## config.mk

```make
export PLATFORM = sky130hd
export DESIGN_NAME = ysyx_22041071_div_ctrl
export DESIGN_NICKNAME = d
export VERILOG_FILES = /design/src/rtl/ysyx_22041071_div_ctrl_pkg.sv /design/src/rtl/ysyx_22041071_div_special.sv /design/src/rtl/ysyx_22041071_div_ctrl.sv
export SDC_FILE = /design/constraint.sdc
export NUM_CORES = 1
export LEC_CHECK = 0
export ABC_AREA = 1
export CORE_AREA = 2 2 187 189
export CTS_CLUSTER_SIZE = 28
export DETAILED_ROUTE_END_ITERATION = 8
export DIE_AREA = 0 0 189 191
export PLACE_DENSITY = 0.62
export SLEW_MARGIN = 20
export SYNTH_ARGS = -nofsm -noshare
export SYNTH_HDL_FRONTEND = slang
export SYNTH_SLANG_ARGS = --single-unit
```

## constraint.sdc

```tcl
create_clock -name clk -period 3.1 [get_ports clk]
set_input_delay 0.62 -clock clk [delete_from_list [all_inputs] [get_ports clk]]
set_output_delay 0.62 -clock clk [all_outputs]
set_load 0.01 [all_outputs]
```

## src/rtl/ysyx_22041071_div_ctrl_pkg.sv

```systemverilog
// Shared state and opcode encodings for the divider sequencing controller.
package ysyx_22041071_div_ctrl_pkg;

    typedef enum logic [1:0] {
        ST_IDLE  = 2'd0,
        ST_WAIT  = 2'd1,
        ST_RESP  = 2'd2,
        ST_DRAIN = 2'd3
    } state_e;

    localparam logic [1:0] OP_DIV  = 2'd0;
    localparam logic [1:0] OP_DIVU = 2'd1;
    localparam logic [1:0] OP_REM  = 2'd2;
    localparam logic [1:0] OP_REMU = 2'd3;

    function automatic logic op_is_signed(input logic [1:0] op);
        return (op == OP_DIV) || (op == OP_REM);
    endfunction

    function automatic logic op_is_rem(input logic [1:0] op);
        return (op == OP_REM) || (op == OP_REMU);
    endfunction

endpackage

```

## src/rtl/ysyx_22041071_div_special.sv

```systemverilog
// Combinational detection of divide-by-zero and signed overflow, with the
// architecturally defined result for those cases.
module ysyx_22041071_div_special
    import ysyx_22041071_div_ctrl_pkg::*;
#(
    parameter int XLEN = 64
) (
    input  logic [1:0]      op,
    input  logic            word,
    input  logic [XLEN-1:0] src1,
    input  logic [XLEN-1:0] src2,
    output logic            hit,
    output logic [XLEN-1:0] result
);

    logic            div0_s;
    logic            ovf_s;
    logic [XLEN-1:0] raw_s;

    function automatic logic [XLEN-1:0] sext_w(input logic [31:0] v);
        return {{(XLEN-32){v[31]}}, v};
    endfunction

    // Detect the special cases on the operand width actually in use
    always_comb begin
        if (word) begin
            div0_s = (src2[31:0] == 32'd0);
            ovf_s  = op_is_signed(op) && (src1[31:0] == 32'h8000_0000) &&
                     (src2[31:0] == 32'hFFFF_FFFF);
        end else begin
            div0_s = (src2 == {XLEN{1'b0}});
            ovf_s  = op_is_signed(op) && (src1 == {1'b1, {(XLEN-1){1'b0}}}) &&
                     (src2 == {XLEN{1'b1}});
        end
    end

    // Quotient is all ones (div0) or the dividend (ovf); remainder is the
    // dividend (div0) or zero (ovf)
    always_comb begin
        if (op_is_rem(op)) begin
            raw_s = div0_s ? src1 : {XLEN{1'b0}};
        end else begin
            raw_s = div0_s ? {XLEN{1'b1}} : src1;
        end
        if (word) begin
            result = sext_w(raw_s[31:0]);
        end else begin
            result = raw_s;
        end
        hit = div0_s || ovf_s;
    end

endmodule

```

## src/rtl/ysyx_22041071_div_ctrl.sv

```systemverilog
// Sequencing controller between the EXU and the iterative divider.
// Optional one-entry result cache enabled by YSYX_22041071_DIV_REUSE_EN.
module ysyx_22041071_div_ctrl
    import ysyx_22041071_div_ctrl_pkg::*;
#(
    parameter int XLEN = 64,
    parameter int TAGW = 5
) (
    input  logic            clk,
    input  logic            reset,
    input  logic            flush,
    input  logic            req_valid,
    output logic            req_ready,
    input  logic [1:0]      req_op,
    input  logic            req_word,
    input  logic [XLEN-1:0] req_src1,
    input  logic [XLEN-1:0] req_src2,
    input  logic [TAGW-1:0] req_tag,
    output logic            resp_valid,
    input  logic            resp_ready,
    output logic [XLEN-1:0] resp_data,
    output logic [TAGW-1:0] resp_tag,
    output logic            dv_valid,
    output logic            dv_signed,
    output logic            dv_w,
    output logic [XLEN-1:0] dv_dividend,
    output logic [XLEN-1:0] dv_divisor,
    output logic            dv_flush,
    input  logic            dv_ready,
    input  logic            dv_out_valid,
    input  logic [XLEN-1:0] dv_quot,
    input  logic [XLEN-1:0] dv_rema,
    output logic            busy
);

    state_e          state_r;
    state_e          state_nxt_s;
    logic            req_ready_s;
    logic            accept_s;
    logic            wait_done_s;
    logic            sp_hit_s;
    logic [XLEN-1:0] sp_result_s;
    logic            reuse_hit_s;
    logic [XLEN-1:0] reuse_result_s;
    logic [XLEN-1:0] div_raw_s;
    logic [XLEN-1:0] div_result_s;

    logic [1:0]      op_r;
    logic            word_r;
    logic            signed_r;
    logic [XLEN-1:0] src1_r;
    logic [XLEN-1:0] src2_r;
    logic [TAGW-1:0] tag_r;
    logic [XLEN-1:0] resp_data_r;

    function automatic logic [XLEN-1:0] sext_w(input logic [31:0] v);
        return {{(XLEN-32){v[31]}}, v};
    endfunction

    ysyx_22041071_div_special #(.XLEN(XLEN)) u_special (
        .op     (req_op),
        .word   (req_word),
        .src1   (req_src1),
        .src2   (req_src2),
        .hit    (sp_hit_s),
        .result (sp_result_s)
    );

    // Ready is withheld during reset so nothing is accepted before release
    assign req_ready_s = reset && (state_r == ST_IDLE) && !flush;
    assign accept_s    = req_valid && req_ready_s;
    assign wait_done_s = (state_r == ST_WAIT) && !flush && dv_out_valid;

`ifdef YSYX_22041071_DIV_REUSE_EN
    logic            cache_valid_r;
    logic [XLEN-1:0] cache_src1_r;
    logic [XLEN-1:0] cache_src2_r;
    logic            cache_signed_r;
    logic            cache_word_r;
    logic [XLEN-1:0] cache_quot_r;
    logic [XLEN-1:0] cache_rema_r;

    // Key match against the last completed divider operation
    always_comb begin
        reuse_hit_s = cache_valid_r && (req_src1 == cache_src1_r) &&
                      (req_src2 == cache_src2_r) &&
                      (op_is_signed(req_op) == cache_signed_r) &&
                      (req_word == cache_word_r);
        if (op_is_rem(req_op)) begin
            reuse_result_s = cache_rema_r;
        end else begin
            reuse_result_s = cache_quot_r;
        end
    end

    // Only divider results that reach RESP are cached; drained ones are not
    always_ff @(posedge clk or negedge reset) begin
        if (!reset) begin
            cache_valid_r  <= 1'b0;
            cache_src1_r   <= {XLEN{1'b0}};
            cache_src2_r   <= {XLEN{1'b0}};
            cache_signed_r <= 1'b0;
            cache_word_r   <= 1'b0;
            cache_quot_r   <= {XLEN{1'b0}};
            cache_rema_r   <= {XLEN{1'b0}};
        end else if (wait_done_s) begin
            cache_valid_r  <= 1'b1;
            cache_src1_r   <= src1_r;
            cache_src2_r   <= src2_r;
            cache_signed_r <= signed_r;
            cache_word_r   <= word_r;
            cache_quot_r   <= dv_quot;
            cache_rema_r   <= dv_rema;
        end
    end
`else
    assign reuse_hit_s    = 1'b0;
    assign reuse_result_s = {XLEN{1'b0}};
`endif

    // Select quotient or remainder; W results are always sign-extended
    always_comb begin
        if (op_is_rem(op_r)) begin
            div_raw_s = dv_rema;
        end else begin
            div_raw_s = dv_quot;
        end
        if (word_r) begin
            div_result_s = sext_w(div_raw_s[31:0]);
        end else begin
            div_result_s = div_raw_s;
        end
    end

    // State register
    always_ff @(posedge clk or negedge reset) begin
        if (!reset) begin
            state_r <= ST_IDLE;
        end else begin
            state_r <= state_nxt_s;
        end
    end

    // Next-state logic; flush has priority over completion and handshake
    always_comb begin
        state_nxt_s = state_r;
        case (state_r)
            ST_IDLE: begin
                if (accept_s) begin
                    if (sp_hit_s || reuse_hit_s) begin
                        state_nxt_s = ST_RESP;
                    end else begin
                        state_nxt_s = ST_WAIT;
                    end
                end else begin
                    state_nxt_s = ST_IDLE;
                end
            end
            ST_WAIT: begin
                if (flush) begin
                    state_nxt_s = ST_DRAIN;
                end else if (dv_out_valid) begin
                    state_nxt_s = ST_RESP;
                end else begin
                    state_nxt_s = ST_WAIT;
                end
            end
            ST_RESP: begin
                if (flush || resp_ready) begin
                    state_nxt_s = ST_IDLE;
                end else begin
                    state_nxt_s = ST_RESP;
                end
            end
            ST_DRAIN: begin
                if (dv_ready) begin
                    state_nxt_s = ST_IDLE;
                end else begin
                    state_nxt_s = ST_DRAIN;
                end
            end
            default: state_nxt_s = ST_IDLE;
        endcase
    end

    // Request latch and result capture; operands stay frozen through WAIT
    always_ff @(posedge clk or negedge reset) begin
        if (!reset) begin
            op_r        <= 2'd0;
            word_r      <= 1'b0;
            signed_r    <= 1'b0;
            src1_r      <= {XLEN{1'b0}};
            src2_r      <= {XLEN{1'b0}};
            tag_r       <= {TAGW{1'b0}};
            resp_data_r <= {XLEN{1'b0}};
        end else begin
            if (accept_s) begin
                op_r     <= req_op;
                word_r   <= req_word;
                signed_r <= op_is_signed(req_op);
                src1_r   <= req_src1;
                src2_r   <= req_src2;
                tag_r    <= req_tag;
            end
            if (accept_s && sp_hit_s) begin
                resp_data_r <= sp_result_s;
            end else if (accept_s && reuse_hit_s) begin
                resp_data_r <= req_word ? sext_w(reuse_result_s[31:0]) : reuse_result_s;
            end else if (wait_done_s) begin
                resp_data_r <= div_result_s;
            end
        end
    end

    assign req_ready   = req_ready_s;
    assign resp_valid  = (state_r == ST_RESP);
    assign resp_data   = resp_data_r;
    assign resp_tag    = tag_r;
    assign dv_valid    = (state_r == ST_WAIT) && !flush;
    assign dv_flush    = (state_r == ST_WAIT) && flush;
    assign dv_signed   = signed_r;
    assign dv_w        = word_r;
    assign dv_dividend = src1_r;
    assign dv_divisor  = src2_r;
    assign busy        = (state_r != ST_IDLE);

endmodule

```

* Word-level counts from Yosys, hierarchy flattened
Index checks and enable logic that the tools add are counted.
** Storage, ports and cells
- Flip-flop bits (word level) :: 203
- Input bits :: 271
- Output and inout port bits :: 204
** Operators by class
- Eq/ne operators :: 11
- Reductions and logical operators :: 23
- Mux-type cells :: 17
** Operators with widths (count)
- $mux 64 :: 8
- $eq 64x64->1 const B :: 2
- $eq 32x32->1 const B :: 2
- $logic_not 64->1 :: 1
- $logic_not 32->1 :: 1
- $eq 2x2->1 const B :: 6
- $mux 2 :: 6
- $logic_and 1x1->1 :: 11
- $pmux 2 s4 :: 1
- $logic_or 1x1->1 :: 5
- $logic_not 2->1 :: 2
- $reduce_bool 2->1 :: 2
- $eq 2x1->1 const B :: 1
- $mux 1 :: 2
- $logic_not 1->1 :: 1

* Logic depth before layout (Yosys ltp)
- Depth after elaboration :: 9
- Mapped depth :: 14

* By module
Synthesis repeated with hierarchy kept, for this count alone.
** Second synthesis, totals
- Cell total of the unflattened synthesis :: 1786
- Area, all modules :: 11681.2 um2
** Modules (own cells, without submodules)
- ysyx_22041071_div_ctrl :: times used 1, area an instance 9686.8 um2, cells an instance 1316, sequential area each 5054.8 um2
- ysyx_22041071_div_special :: times used 1, area an instance 1994.4 um2, cells an instance 470, sequential area each 0.0 um2

* Worst setup path after synthesis
No wires, ideal clock.
- Kind :: input -> register
- From :: in flush
- To :: reg src1_r[11] (netlist: dv_dividend[11])
- Data arrival time :: 1.730 ns
- Buffers on the path :: 3
- Library setup time :: 0.130 ns
- Stages :: 9
- Data required time :: 2.970 ns
- Path slack :: 1.240 ns
- Path through :: inv_1 nand2_1 nor2_1 nand2_1 buf_2 buf_2 clkbuf_1 nand2_1 o21ai_0
** Between the ends
- Cells in the longest elaborated chain, start to end :: 3
** Ends and longest elaborated chain
- start, declared :: line ysyx_22041071_div_ctrl.sv:11 : input logic flush,
- $logic_not 1->1 :: line ysyx_22041071_div_ctrl.sv:70 : assign req_ready_s = reset && (state_r == ST_IDLE) && !flush;
- $logic_and 1x1->1 :: line ysyx_22041071_div_ctrl.sv:70
- via req_ready :: line ysyx_22041071_div_ctrl.sv:13 : output logic req_ready,
- $logic_and 1x1->1 :: line ysyx_22041071_div_ctrl.sv:71 : assign accept_s = req_valid && req_ready_s;
- end signal, assigned :: line ysyx_22041071_div_ctrl.sv:192 : src1_r <= {XLEN{1'b0}};
- end signal, assigned :: line ysyx_22041071_div_ctrl.sv:201 : src1_r <= req_src1;
- end, declared :: line ysyx_22041071_div_ctrl.sv:51 : logic [XLEN-1:0] src1_r;
The timed path passes the listed nets, and every way through them passes these cells.
A chain may end at the register's enable or synchronous reset.

* Worst setup path in the final report
- From :: in flush
- To :: out req_ready
** Between the ends
- Cells in the longest elaborated chain, start to end :: 2
** Ends and longest elaborated chain (line)
- $logic_not 1->1 :: ysyx_22041071_div_ctrl.sv:70
- $logic_and 1x1->1 :: ysyx_22041071_div_ctrl.sv:70
- end, declared :: ysyx_22041071_div_ctrl.sv:13
No other way between the ends.

==> flow_metrics.py <==
metrics = {
    "status": {
        "outcome": "completed",
    },
    "critical_path": {
        "path_delay_family": "buffers and inverters",
        "worst-path-max-fanout": 4,
        "crit_path_start": "flush",
        "required_ns": 2.48,
        "crit_top_cell": "clkdlybuf4s50_1",
        "crit_buf_inv": 3,
        "critPathKind": "primary input to output pin",
        "max_stage_delay_ns": 0.61,
        "slowest_stage": "clkdlybuf4s50_1",
        "cp.arrival_ns": 2.08,
        "r2r_cells": 7,
        "worstPathCellList": "clkdlybuf4s50_1 -> inv_1 -> nand2_1 -> nor2_1 -> clkdlybuf4s50_1",
        "r2r_setup_slack_ns": 0.82,
        "start_kind": "primary input",
        "cp.depth": 5,
        "end_kind": "output pin",
        "worstReg2RegStart": "op_r[1]$_DFFE_PN0P_",
        "timing.rr.end": "resp_data[35]$_DFFE_PN0P_",
        "endpoint": "req_ready",
    },
    "synthesis": {
        "syn_area_um2": 11000,
        "async_flop_share_pct": 100,
        "synth_top_area_cell": "dfrtp_1",
        "synth_cells": 1573,
        "synth-xor-area-share_pct": 0,
        "ys_seq_area_share_pct": 45.8,
        "yosysUniqueCellTypes": 26,
        "synth_top_family_by_area": "simple AND/OR/NAND/NOR gates",
        "netlist_top_cells_area": "dfrtp_1, nand2_1, nand3_1",
        "synth_adder_area_share_pct": 0,
        "muxShareOfSynthArea_pct": 0.0906,
        "synth_top_area_share_pct": 45.8,
        "yosys_warnings": 0,
        "synthFlopType": "dfrtp_1",
        "yosysMostFrequentCell": "nand2_1",
        "synth_nets": 1844,
        "synth_common_cells": "nand2_1, dfrtp_1, inv_1",
        "synth-simple-area-share_pct": 34.9,
        "synth-compound-area-share_pct": 9.56,
        "avgSynthCellArea_um2": 7.02,
        "ys_ff_latch": 202,
        "synth_edf_count": 0,
    },
    "sta": {
        "final.setup.tns_ns": 0,
        "maxSlewHeadroom_pct": 31.8,
        "fin_hold_ws_ns": 0.146,
        "hold_viol_final": 0,
        "rsz0062_at_grt": "false",
        "finalCriticalPeriod_ns": 2.70,
        "drv_slew": 0,
        "setup_violations": 0,
        "worstMarginPinSlew_ns": 1.02,
        "clock.fmax_mhz": 370,
        "fin_skew_ns": 0.00911,
        "timing.final.crit_share_pct": 87.1,
    },
    "global_route": {
        "grt_pass1_vias": 12000,
        "overflow": 0,
        "grt_max_degree": 153,
        "antenna_found_initial": 5,
        "grt_pass1_wl_um": 70400,
        "track_usage_pct": 25.2,
    },
    "finish": {
        "fin_nets": 2275,
        "syn_to_final_growth_pct": 54.8,
        "instances_no_fill": 2479,
        "final_util_pct": 50.1,
        "layout-drive-gt1-share_pct": 5.05,
    },
    "clock_network": {
        "clk_latency_ns": 0.51,
        "holdBufCountCts": 0,
        "cts_htree_levels": 1,
        "post_cts_buffers": 0,
        "cts_buffer_depth": 3,
        "ctsResizeCount": 0,
        "cts_tree": "built",
        "cts_buffers": 25,
        "clock_sinks": 202,
        "cts-root-buf": "clkbuf_16",
        "clkTransAtPathRegs_ns": 0.06,
    },
    "placement": {
        "routabilityCongestion": 0.874,
        "io_buffer_count": 474,
        "placedCellCount": 2432,
        "dpl.hpwl_um": 35100,
    },
    "flow_run": {
        "maxCapViolCount": 0,
    },
    "power_and_ir_drop": {
        "power_uw": 14300,
        "ir_worst_vdd_mv": 0.506,
        "power_density_nw_per_um2": 833,
        "leakage_uw": 0.00829,
    },
    "routing": {
        "wl_per_cell_um": 18.8,
        "drc_errors": 0,
        "detail_route.iter0.violations": 685,
        "routed_wl_um": 46600,
        "vias": 12100,
        "firstDrtPassIters": 6,
        "postRouteAntennaNets": 0,
        "avgViaCountPerCell": 4.87,
    },
    "worst_hold_path": {
        "hold_class": "primary input to asynchronous set/reset pin",
    },
    "floorplanning": {
        "rows": 68,
        "die_h_um": 191,
        "coreArea_um2": 34100,
        "io_pins": 475,
        "die-area_um2": 36100,
        "die_width_um": 189,
        "initial_core_util_pct": 32.4,
    },
}
## stage by stage
| stage | area, µm² | setup WS, ns |
|---|---|---|
| finish | 17100 | 0.399 |
| detailed placement | 16300 | 0.0480 |
| floorplan | 11000 | 1.24 |
| CTS | 17100 | 0.404 |
| global placement | 16300 | 0.0430 |
| global route | 17100 | 0.285 |
## worst min-delay path by stage
stage          cells after the start                        from                          to
2_1_floorplan                      0                       reset  dv_dividend[0]$_DFFE_PN0P_
3_5_place_dp                       2  dv_divisor[62]$_DFFE_PN0P_  dv_divisor[62]$_DFFE_PN0P_
6_report                           2                       reset   resp_data[44]$_DFFE_PN0P_
5_1_grt                            2                       reset   resp_data[44]$_DFFE_PN0P_
3_3_place_gp                       2  dv_divisor[36]$_DFFE_PN0P_  dv_divisor[36]$_DFFE_PN0P_
4_1_cts                            2                       reset   resp_data[41]$_DFFE_PN0P_
## cell usage in the layout, fill, tap and decap left out, drive strengths merged
cell           count
dfrtp            202
a21oi              3
clkdlybuf4s50    473
o31ai             32
nand4             52
diode              4
inv              155
mux2i              1
clkbuf            35
o21ai            133
nor2             132
buf               35
bufinv             3
or2               17
clkinv             8
nand3            146
o211ai            17
nor3               5
nand2            571
## power by group
group          internal [µW]  leakage, µW  total (µW)  switching [µW]
registers               3910      0.00252        4770             855
logic                   3370      0.00537        6550            3180
clock network           1790     0.000400        2940            1150
total                   9070      0.00829       14300            5180
## cell families after synthesis
group | count (synthesis)
AND/OR/NAND/NOR | 923
buffers and inverters | 262
flip-flops | 202
AO/OA/AOI/OAI | 185
multiplexers | 1
## area by class of cell
class,count,area [µm²]
fill,3384,17000
timing repair buffer,508,5120
sequential,202,5060
multi-input combinational,1109,4950
clock buffer,35,693
inverter,158,593
tap,455,569
clock inverter,8,115
antenna,4,10.0
## registers in the layout, indices dropped and copies added (netlist names)
register     cells
dv_dividend     64
dv_divisor      64
resp_data       64
resp_tag         5
state_r          2
dv_signed        1
dv_w             1
op_r             1
## metal layers
layer	GRT usage, %	share of wire [%]	vias to the layer above
li1	-	-	5864
met3	6.63	8.5	69
met2	43.8	49	463
met5	0	0	-
met1	30.3	39	5672
met4	8.35	3.1	0
## worst register-to-register path: cells and delay by family (launching register included)
kind | cells | cell delay (ns)
AO/OA/AOI/OAI | 2 | 0.52
AND/OR/NAND/NOR | 3 | 0.22
buffers and inverters | 2 | 0.93
flip-flops | 1 | 0.55
No activity file was read; power rests on OpenSTA's default activity.
